[config.mk]
export PLATFORM = sky130hd
export DESIGN_NAME = edge_pulse_gen
export DESIGN_NICKNAME = d
export VERILOG_FILES = /design/src/rtl/edge_pulse_gen.sv
export SDC_FILE = /design/constraint.sdc
export NUM_CORES = 1
export LEC_CHECK = 0
export ABC_AREA = 1
export BUFFER_PORTS_ARGS = -buffer_cell sky130_fd_sc_hd__buf_2
export CAP_MARGIN = 0
export CORE_UTILIZATION = 40
export DETAILED_ROUTE_END_ITERATION = 8
export PLACE_DENSITY_LB_ADDON = 0.08
export SYNTH_ARGS = -nofsm -noshare
export SYNTH_HDL_FRONTEND = slang
export SYNTH_SLANG_ARGS = --single-unit
[constraint.sdc]
create_clock -name clk_in -period 3.5 [get_ports clk_in]
set_input_delay 0.35 -clock clk_in [delete_from_list [all_inputs] [get_ports clk_in]]
set_output_delay 0.35 -clock clk_in [all_outputs]
set_load 0.005 [all_outputs]
[src/rtl/edge_pulse_gen.sv]
// edge_pulse_gen
// Multi-channel edge-to-pulse converter. Each channel synchronises an async
// input, detects rising/falling/both edges according to its mode, emits a
// stretched pulse and counts qualifying edges. A shared ARM phase after reset
// fills the synchronisers with live input values before detection is enabled,
// so an input that is already high at reset never produces a false edge.
module edge_pulse_gen #(
  parameter int CH          = 4,
  parameter int SYNC_STAGES = 2,
  parameter int PULSE_W     = 1,
  parameter int CNT_W       = 8,
  parameter int CNT_SAT     = 0
) (
  input  logic                clk_in,
  input  logic                rst,
  input  logic [CH-1:0]       sig_in,
  input  logic [2*CH-1:0]     mode,
  input  logic [CH-1:0]       cnt_clr,
  output logic [CH-1:0]       pulse_out,
  output logic                edge_any,
  output logic [CH*CNT_W-1:0] cnt_out,
  output logic [CH-1:0]       cnt_ovf
);

  localparam int ARM_W = $clog2(SYNC_STAGES + 2);
  localparam int STR_W = 8;
  localparam logic [ARM_W-1:0] ARM_LAST = ARM_W'(SYNC_STAGES);
  localparam logic [STR_W-1:0] STR_LOAD = STR_W'(PULSE_W - 1);
  localparam logic [CNT_W-1:0] CNT_MAX  = {CNT_W{1'b1}};

  typedef enum logic [0:0] {
    ST_ARM = 1'b0,
    ST_RUN = 1'b1
  } state_t;

  state_t                              state_r;
  state_t                              state_nxt_s;
  logic [ARM_W-1:0]                    arm_cnt_r;
  logic                                run_s;

  logic [SYNC_STAGES-1:0][CH-1:0]      sync_r;
  logic [CH-1:0]                       prev_r;
  logic [CH-1:0]                       sync_last_s;
  logic [CH-1:0]                       qualify_s;

  logic [CH-1:0][STR_W-1:0]            stretch_r;
  logic [CH-1:0][STR_W-1:0]            stretch_nxt_s;
  logic [CH-1:0]                       pulse_r;
  logic [CH-1:0]                       pulse_nxt_s;
  logic                                edge_any_r;

  logic [CH-1:0][CNT_W-1:0]            cnt_r;
  logic [CH-1:0][CNT_W-1:0]            cnt_nxt_s;
  logic [CH-1:0]                       ovf_r;
  logic [CH-1:0]                       ovf_nxt_s;

  assign pulse_out   = pulse_r;
  assign edge_any    = edge_any_r;
  assign cnt_out     = cnt_r;
  assign cnt_ovf     = ovf_r;
  assign sync_last_s = sync_r[SYNC_STAGES-1];

  // State register: ARM after every reset, RUN once the chains are primed.
  always_ff @(posedge clk_in or posedge rst) begin
    if (rst) begin
      state_r <= ST_ARM;
    end else begin
      state_r <= state_nxt_s;
    end
  end

  // Next-state logic: leave ARM on the (SYNC_STAGES+1)-th edge after reset.
  always_comb begin
    state_nxt_s = state_r;
    case (state_r)
      ST_ARM: begin
        if (arm_cnt_r == ARM_LAST) begin
          state_nxt_s = ST_RUN;
        end else begin
          state_nxt_s = ST_ARM;
        end
      end
      ST_RUN:  state_nxt_s = ST_RUN;
      default: state_nxt_s = ST_ARM;
    endcase
  end

  // Output decode: edge detection is enabled only in RUN.
  always_comb begin
    run_s = 1'b0;
    case (state_r)
      ST_ARM:  run_s = 1'b0;
      ST_RUN:  run_s = 1'b1;
      default: run_s = 1'b0;
    endcase
  end

  // Arm counter: counts priming edges while in ARM, then freezes.
  always_ff @(posedge clk_in or posedge rst) begin
    if (rst) begin
      arm_cnt_r <= {ARM_W{1'b0}};
    end else if ((state_r == ST_ARM) && (arm_cnt_r != ARM_LAST)) begin
      arm_cnt_r <= arm_cnt_r + ARM_W'(1);
    end else begin
      arm_cnt_r <= arm_cnt_r;
    end
  end

  // Synchroniser chains plus previous-value flop, loaded in ARM and RUN alike.
  always_ff @(posedge clk_in or posedge rst) begin
    if (rst) begin
      sync_r <= '0;
      prev_r <= {CH{1'b0}};
    end else begin
      if (SYNC_STAGES > 1) begin
        sync_r <= {sync_r[SYNC_STAGES-2:0], sig_in};
      end else begin
        sync_r <= sig_in;
      end
      prev_r <= sync_last_s;
    end
  end

  // Edge qualification against each channel's mode bits.
  always_comb begin
    qualify_s = {CH{1'b0}};
    for (int i = 0; i < CH; i++) begin
      qualify_s[i] = run_s &
                     (((sync_last_s[i] & ~prev_r[i]) & mode[2*i]) |
                      ((~sync_last_s[i] & prev_r[i]) & mode[2*i+1]));
    end
  end

  // Pulse stretcher: reload on every qualifying edge so merged pulses have no gap.
  always_comb begin
    stretch_nxt_s = stretch_r;
    pulse_nxt_s   = {CH{1'b0}};
    for (int i = 0; i < CH; i++) begin
      if (qualify_s[i]) begin
        stretch_nxt_s[i] = STR_LOAD;
        pulse_nxt_s[i]   = 1'b1;
      end else if (stretch_r[i] != {STR_W{1'b0}}) begin
        stretch_nxt_s[i] = stretch_r[i] - STR_W'(1);
        pulse_nxt_s[i]   = 1'b1;
      end else begin
        stretch_nxt_s[i] = {STR_W{1'b0}};
        pulse_nxt_s[i]   = 1'b0;
      end
    end
  end

  // Edge counters: clear wins over a same-cycle edge; wrap or saturate at max.
  always_comb begin
    cnt_nxt_s = cnt_r;
    ovf_nxt_s = ovf_r;
    for (int i = 0; i < CH; i++) begin
      if (cnt_clr[i]) begin
        cnt_nxt_s[i] = {CNT_W{1'b0}};
        ovf_nxt_s[i] = 1'b0;
      end else if (qualify_s[i]) begin
        if (cnt_r[i] == CNT_MAX) begin
          if (CNT_SAT != 0) begin
            cnt_nxt_s[i] = CNT_MAX;
          end else begin
            cnt_nxt_s[i] = {CNT_W{1'b0}};
          end
          ovf_nxt_s[i] = 1'b1;
        end else begin
          cnt_nxt_s[i] = cnt_r[i] + CNT_W'(1);
          ovf_nxt_s[i] = ovf_r[i];
        end
      end else begin
        cnt_nxt_s[i] = cnt_r[i];
        ovf_nxt_s[i] = ovf_r[i];
      end
    end
  end

  // Output and channel state registers.
  always_ff @(posedge clk_in or posedge rst) begin
    if (rst) begin
      stretch_r  <= '0;
      pulse_r    <= {CH{1'b0}};
      edge_any_r <= 1'b0;
      cnt_r      <= '0;
      ovf_r      <= {CH{1'b0}};
    end else begin
      stretch_r  <= stretch_nxt_s;
      pulse_r    <= pulse_nxt_s;
      edge_any_r <= |pulse_nxt_s;
      cnt_r      <= cnt_nxt_s;
      ovf_r      <= ovf_nxt_s;
    end
  end

endmodule
Yosys cells after proc, flatten, opt, wreduce, memory -nomap -nowiden
Cells that the tools add are included.
{ "totals": {"in_bits": 18, "regBits": 88, "elab_cells": 128} }
{ "classes": {"n_bitwise": 33, "n_reduce_logical": 18, "mux": 43, "eq_ne": 6, "addsub": 9} }
{ "op_table": {"columns": ["operator", "count"], "rows": [
  ["$mux 8", 20],
  ["$add 8x1->8 const B", 4],
  ["$eq 8x8->1 const B", 4],
  ["$reduce_bool 8->1", 4],
  ["$sub 8x1->8 const B", 4],
  ["$mux 1", 21],
  ["$and 1x1->1", 20],
  ["$reduce_bool 2->1", 8],
  ["$not 1->1", 9],
  ["$reduce_and 2->1", 4],
  ["$or 1x1->1", 4],
  ["$pmux 1 s2", 2],
  ["$reduce_or 4->1", 1],
  ["$add 2x1->2 const B", 1],
  ["$eq 2x2->1 const B", 1],
  ["$ne 2x2->1 const B", 1],
  ["$logic_and 1x1->1", 1]
]} }

Depth between registers and ports, before layout
{ "depth": {"depth_word": 7, "depth_mapped": 8} }

Worst setup path after synthesis
OpenSTA, ideal clock, no wires.
{ "synth_timing": {"path_type": "register to register", "from": "register cnt_r (netlist bit cnt_out[24])", "to": "register cnt_r (netlist bit cnt_out[28])", "t_arrival_ns": 1.193, "path_stages_with_launch": 9, "slack_ns": 2.236, "setup_time_ns": 0.071, "period_less_slack_ns": 1.264, "path_cell_list": "dfrtp_1 > ha_1 > nand2_1 > inv_1 > nand3_1 > inv_1 > o21ai_0 > nand2_1 > nor2_1"} }
{ "synth_via": {"elab_chain_len": 4, "elab_cells_between_ends": 5, "cone_classes": "add/sub: 1; eq/ne: 1; mux: 3"} }
{ "synth_lines": {"columns": ["element", "line_no", "source"], "rows": [
  ["start, declared", "52", "logic [CH-1:0][CNT_W-1:0] cnt_r;"],
  ["start signal, assigned", "191", "cnt_r <= cnt_nxt_s;"],
  ["$add 8x1->8 or $eq 8x8->1 (tied branches)", "169, 161", null],
  ["$mux 8 (*)", "161", "if (cnt_r[i] == CNT_MAX) begin"],
  ["$mux 8 (*)", "160", "end else if (qualify_s[i]) begin"],
  ["$mux 8 (*)", "157", "if (cnt_clr[i]) begin"]
]} }
Every way passes the cells marked *; elsewhere a longest branch is shown, timed or not. The select of a mux whose other input is x is not followed.
A chain may end at the register's enable or synchronous reset.

==> impl_metrics.ini <==
[grt]
grt_overflow_total = 0
grt_max_degree = 34
grt_pass1_vias = 3180
antenna_found_initial = 0
grtUsageTotal_pct = 16.49
grt_pass1_wl_um = 14590

[min_path]
hp-class = in -> reg
hold_depth = 1
hold_start = sig_in[3]
whs_endpoint = sync_r[3]$_DFF_PP0_

[setup_path]
slowest_delay_ps = 380
path_max_fanout = 7
crit_buf_inv = 2
start_kind = register
reg2reg_slack_ps = 2080
worstPathCellList = inv_1, ha_1, nand2_1, nor3_1, nor2_1, inv_1, nor2_1
critPathKind = reg -> reg
cp_slowest_cell = dfrtp_1
r2r-start = stretch_r[24]$_DFF_PP0_
r2r-end = stretch_r[24]$_DFF_PP0_
ff2ff_path_depth = 7
critPathCaptureType = register
required_ps = 3730
crit_family = simple AND/OR/NAND/NOR gates
cp_data_arrival_time_ps = 1650

[synthesis]
synthCells = 519
avgSynthCellArea_um2 = 8.230
synth-main-ff-cell = dfrtp_1
ys_seq_area_share_pct = 51.55
ys.warnings.count = 0
netlist.area_leader.share_pct = 51.55
syn-cell-area_um2 = 4272
synth-edff-count = 0
yosys-top-cells-count = nand2_1, dfrtp_1, nor2_1
synth_cell_types = 24
synth_most_common_cell = nand2_1
yosysTopAreaCell = dfrtp_1
synth-seq-cells = 88
synthesis.nets = 550
synthTopCellsByArea = dfrtp_1, nand2_1, nor2_1
synthArstFlopShare_pct = 100.0

[timing]
slew_headroom_pct = 69.96
setup-tns-final_ps = 0
finalCritPeriodShare_pct = 40.69
fmax_mhz = 702.1
setup_viol = 0
tightest_slew_ps = 450.0
min_period_ps = 1424
slew_violations = 0
clock_skew_ps = 15.79
hold_viol = 0
rsz0062_at_grt = no

[final_layout]
nets = 622
drive_gt1_share_pct = 14.29
fin_cells = 731
antenna_cells = 0
area_growth_pct = 15.76
nFillCells = 1031
final_util_pct = 47.90

[detailed_routing]
drtPass1Iterations = 5
drc = 0
wl_per_cell_um = 11.71
dr.first_iter.drc_count = 167
finalWirelength_um = 8561
vias = 3389
antenna_left = 0
viasPerCell = 4.636

[die]
die_y_um = 105.3
die_w_um = 105.3
core_area_um2 = 10320
start_util_pct = 41.38
rows = 37
io_pins = 59
dieArea_um2 = 11100

[clock_network]
htreeDepth = 3
path_clk_slew_ps = 90
clock_latency_ps = 350
cts_buffer_depth = 2
cts_made_buffers = 9
post-cts-setup-buffer-count = 0
clock_sinks = 88
cts_root_buf = clkbuf_8
cts_tree = built

[place]
io_buffers = 58
dp_hpwl_um = 6305
place_congestion = 0.7808
placed_cells = 715

[flow_run]
cap_violations = 0

[pwr]
power.density_nw_per_um2 = 566.1
ir_drop_mv = 0.3219
total_power_uw = 2799
p_leak_uw = 0.002621

[status]
outcome = complete, no violations
-- report_power, final --
| part | internal, uW | total, uW | switching [uW] | leakage, uW |
|---|---|---|---|---|
| Combinational | 322 | 812 | 490 | 0.00139 |
| Clock | 343 | 683 | 340 | 0.0000989 |
| Sequential | 1190 | 1300 | 110 | 0.00113 |
| Total | 1860 | 2800 | 940 | 0.00262 |
-- worst max path at each step --
stage,slack (ps),endpoint,start,depth (start not counted)
6_report,2080,stretch_r[24]$_DFF_PP0_,stretch_r[24]$_DFF_PP0_,7
2_1_floorplan,870,arm_cnt_r[0]$_DFFE_PP0P_,rst,1
4_1_cts,2060,stretch_r[24]$_DFF_PP0_,stretch_r[24]$_DFF_PP0_,7
5_1_grt,1920,edge_any$_DFF_PP0_,stretch_r[24]$_DFF_PP0_,7
3_3_place_gp,2090,edge_any$_DFF_PP0_,stretch_r[16]$_DFF_PP0_,7
3_5_place_dp,2070,stretch_r[26]$_DFF_PP0_,stretch_r[24]$_DFF_PP0_,7
-- layer usage --
metal	wire length (um)	GRT usage, %
met4	145	7.243
met3	308	2.968
met5	0	0
met2	3870	25.33
met1	4237	22.81
-- registers in the layout (all words and copies together) (netlist names) --
signal and count:
sync_last_s 4, sync_r 4, state_r 1, cnt_ovf 4, cnt_out 32, pulse_out 4, arm_cnt_r 2, prev_r 4
stretch_r 32, edge_any 1
-- metrics by stage --
stage	instance area [um^2]	hold slack, ps	worst slack, ps
2_1_floorplan	4272	331.2	871.4
3_3_place_gp	4748	333.1	2089
3_5_place_dp	4748	334.7	2066
4_1_cts	4945	81.68	2058
5_1_grt	4945	88.19	1917
6_report	4945	104.4	2076
-- cell families after synthesis --
logic type | synth area share [%]
simple gates | 27.42
flops | 51.55
buf+inv | 6.942
compound gates | 4.921
xor+xnor | 5.126
fa+ha+maj | 3.808
mux | 0.2343
-- cell usage in the layout (no fill, tap or decap), types with 3 or more instances in the layout --
cell type / n
nor3b_1: 3
nand3_1: 40
xor2_1: 18
dfrtp_1: 88
nand2_1: 110
o21ai_0: 21
a21oi_1: 16
nor2_1: 87
buf_2: 58
nor3_1: 5
ha_1: 13
xnor2_1: 7
clkinv_2: 4
nand2_2: 4
clkbuf_8: 10
nand4_1: 15
inv_1: 76
-- layout make-up --
class | instances | area [um^2] | area share [%]
clock buffers | 11 | 141.4 | 2.859
clock inverters | 4 | 45.04 | 0.9109
well taps | 136 | 170.2 | 3.441
flip-flops and latches | 88 | 2202 | 44.53
repair buffers | 61 | 315.3 | 6.377
multi-input cells | 352 | 1773 | 35.86
inverters | 79 | 297.8 | 6.022
-- timing repair --
| action | 4_1_cts | 5_1_grt |
|---|---|---|
| endpoints found under the hold margin | 24 | 0 |
| hold buffers | 1 | 0 |
| resized for setup | 0 | 0 |
Power figures use the tool's default switching activity.
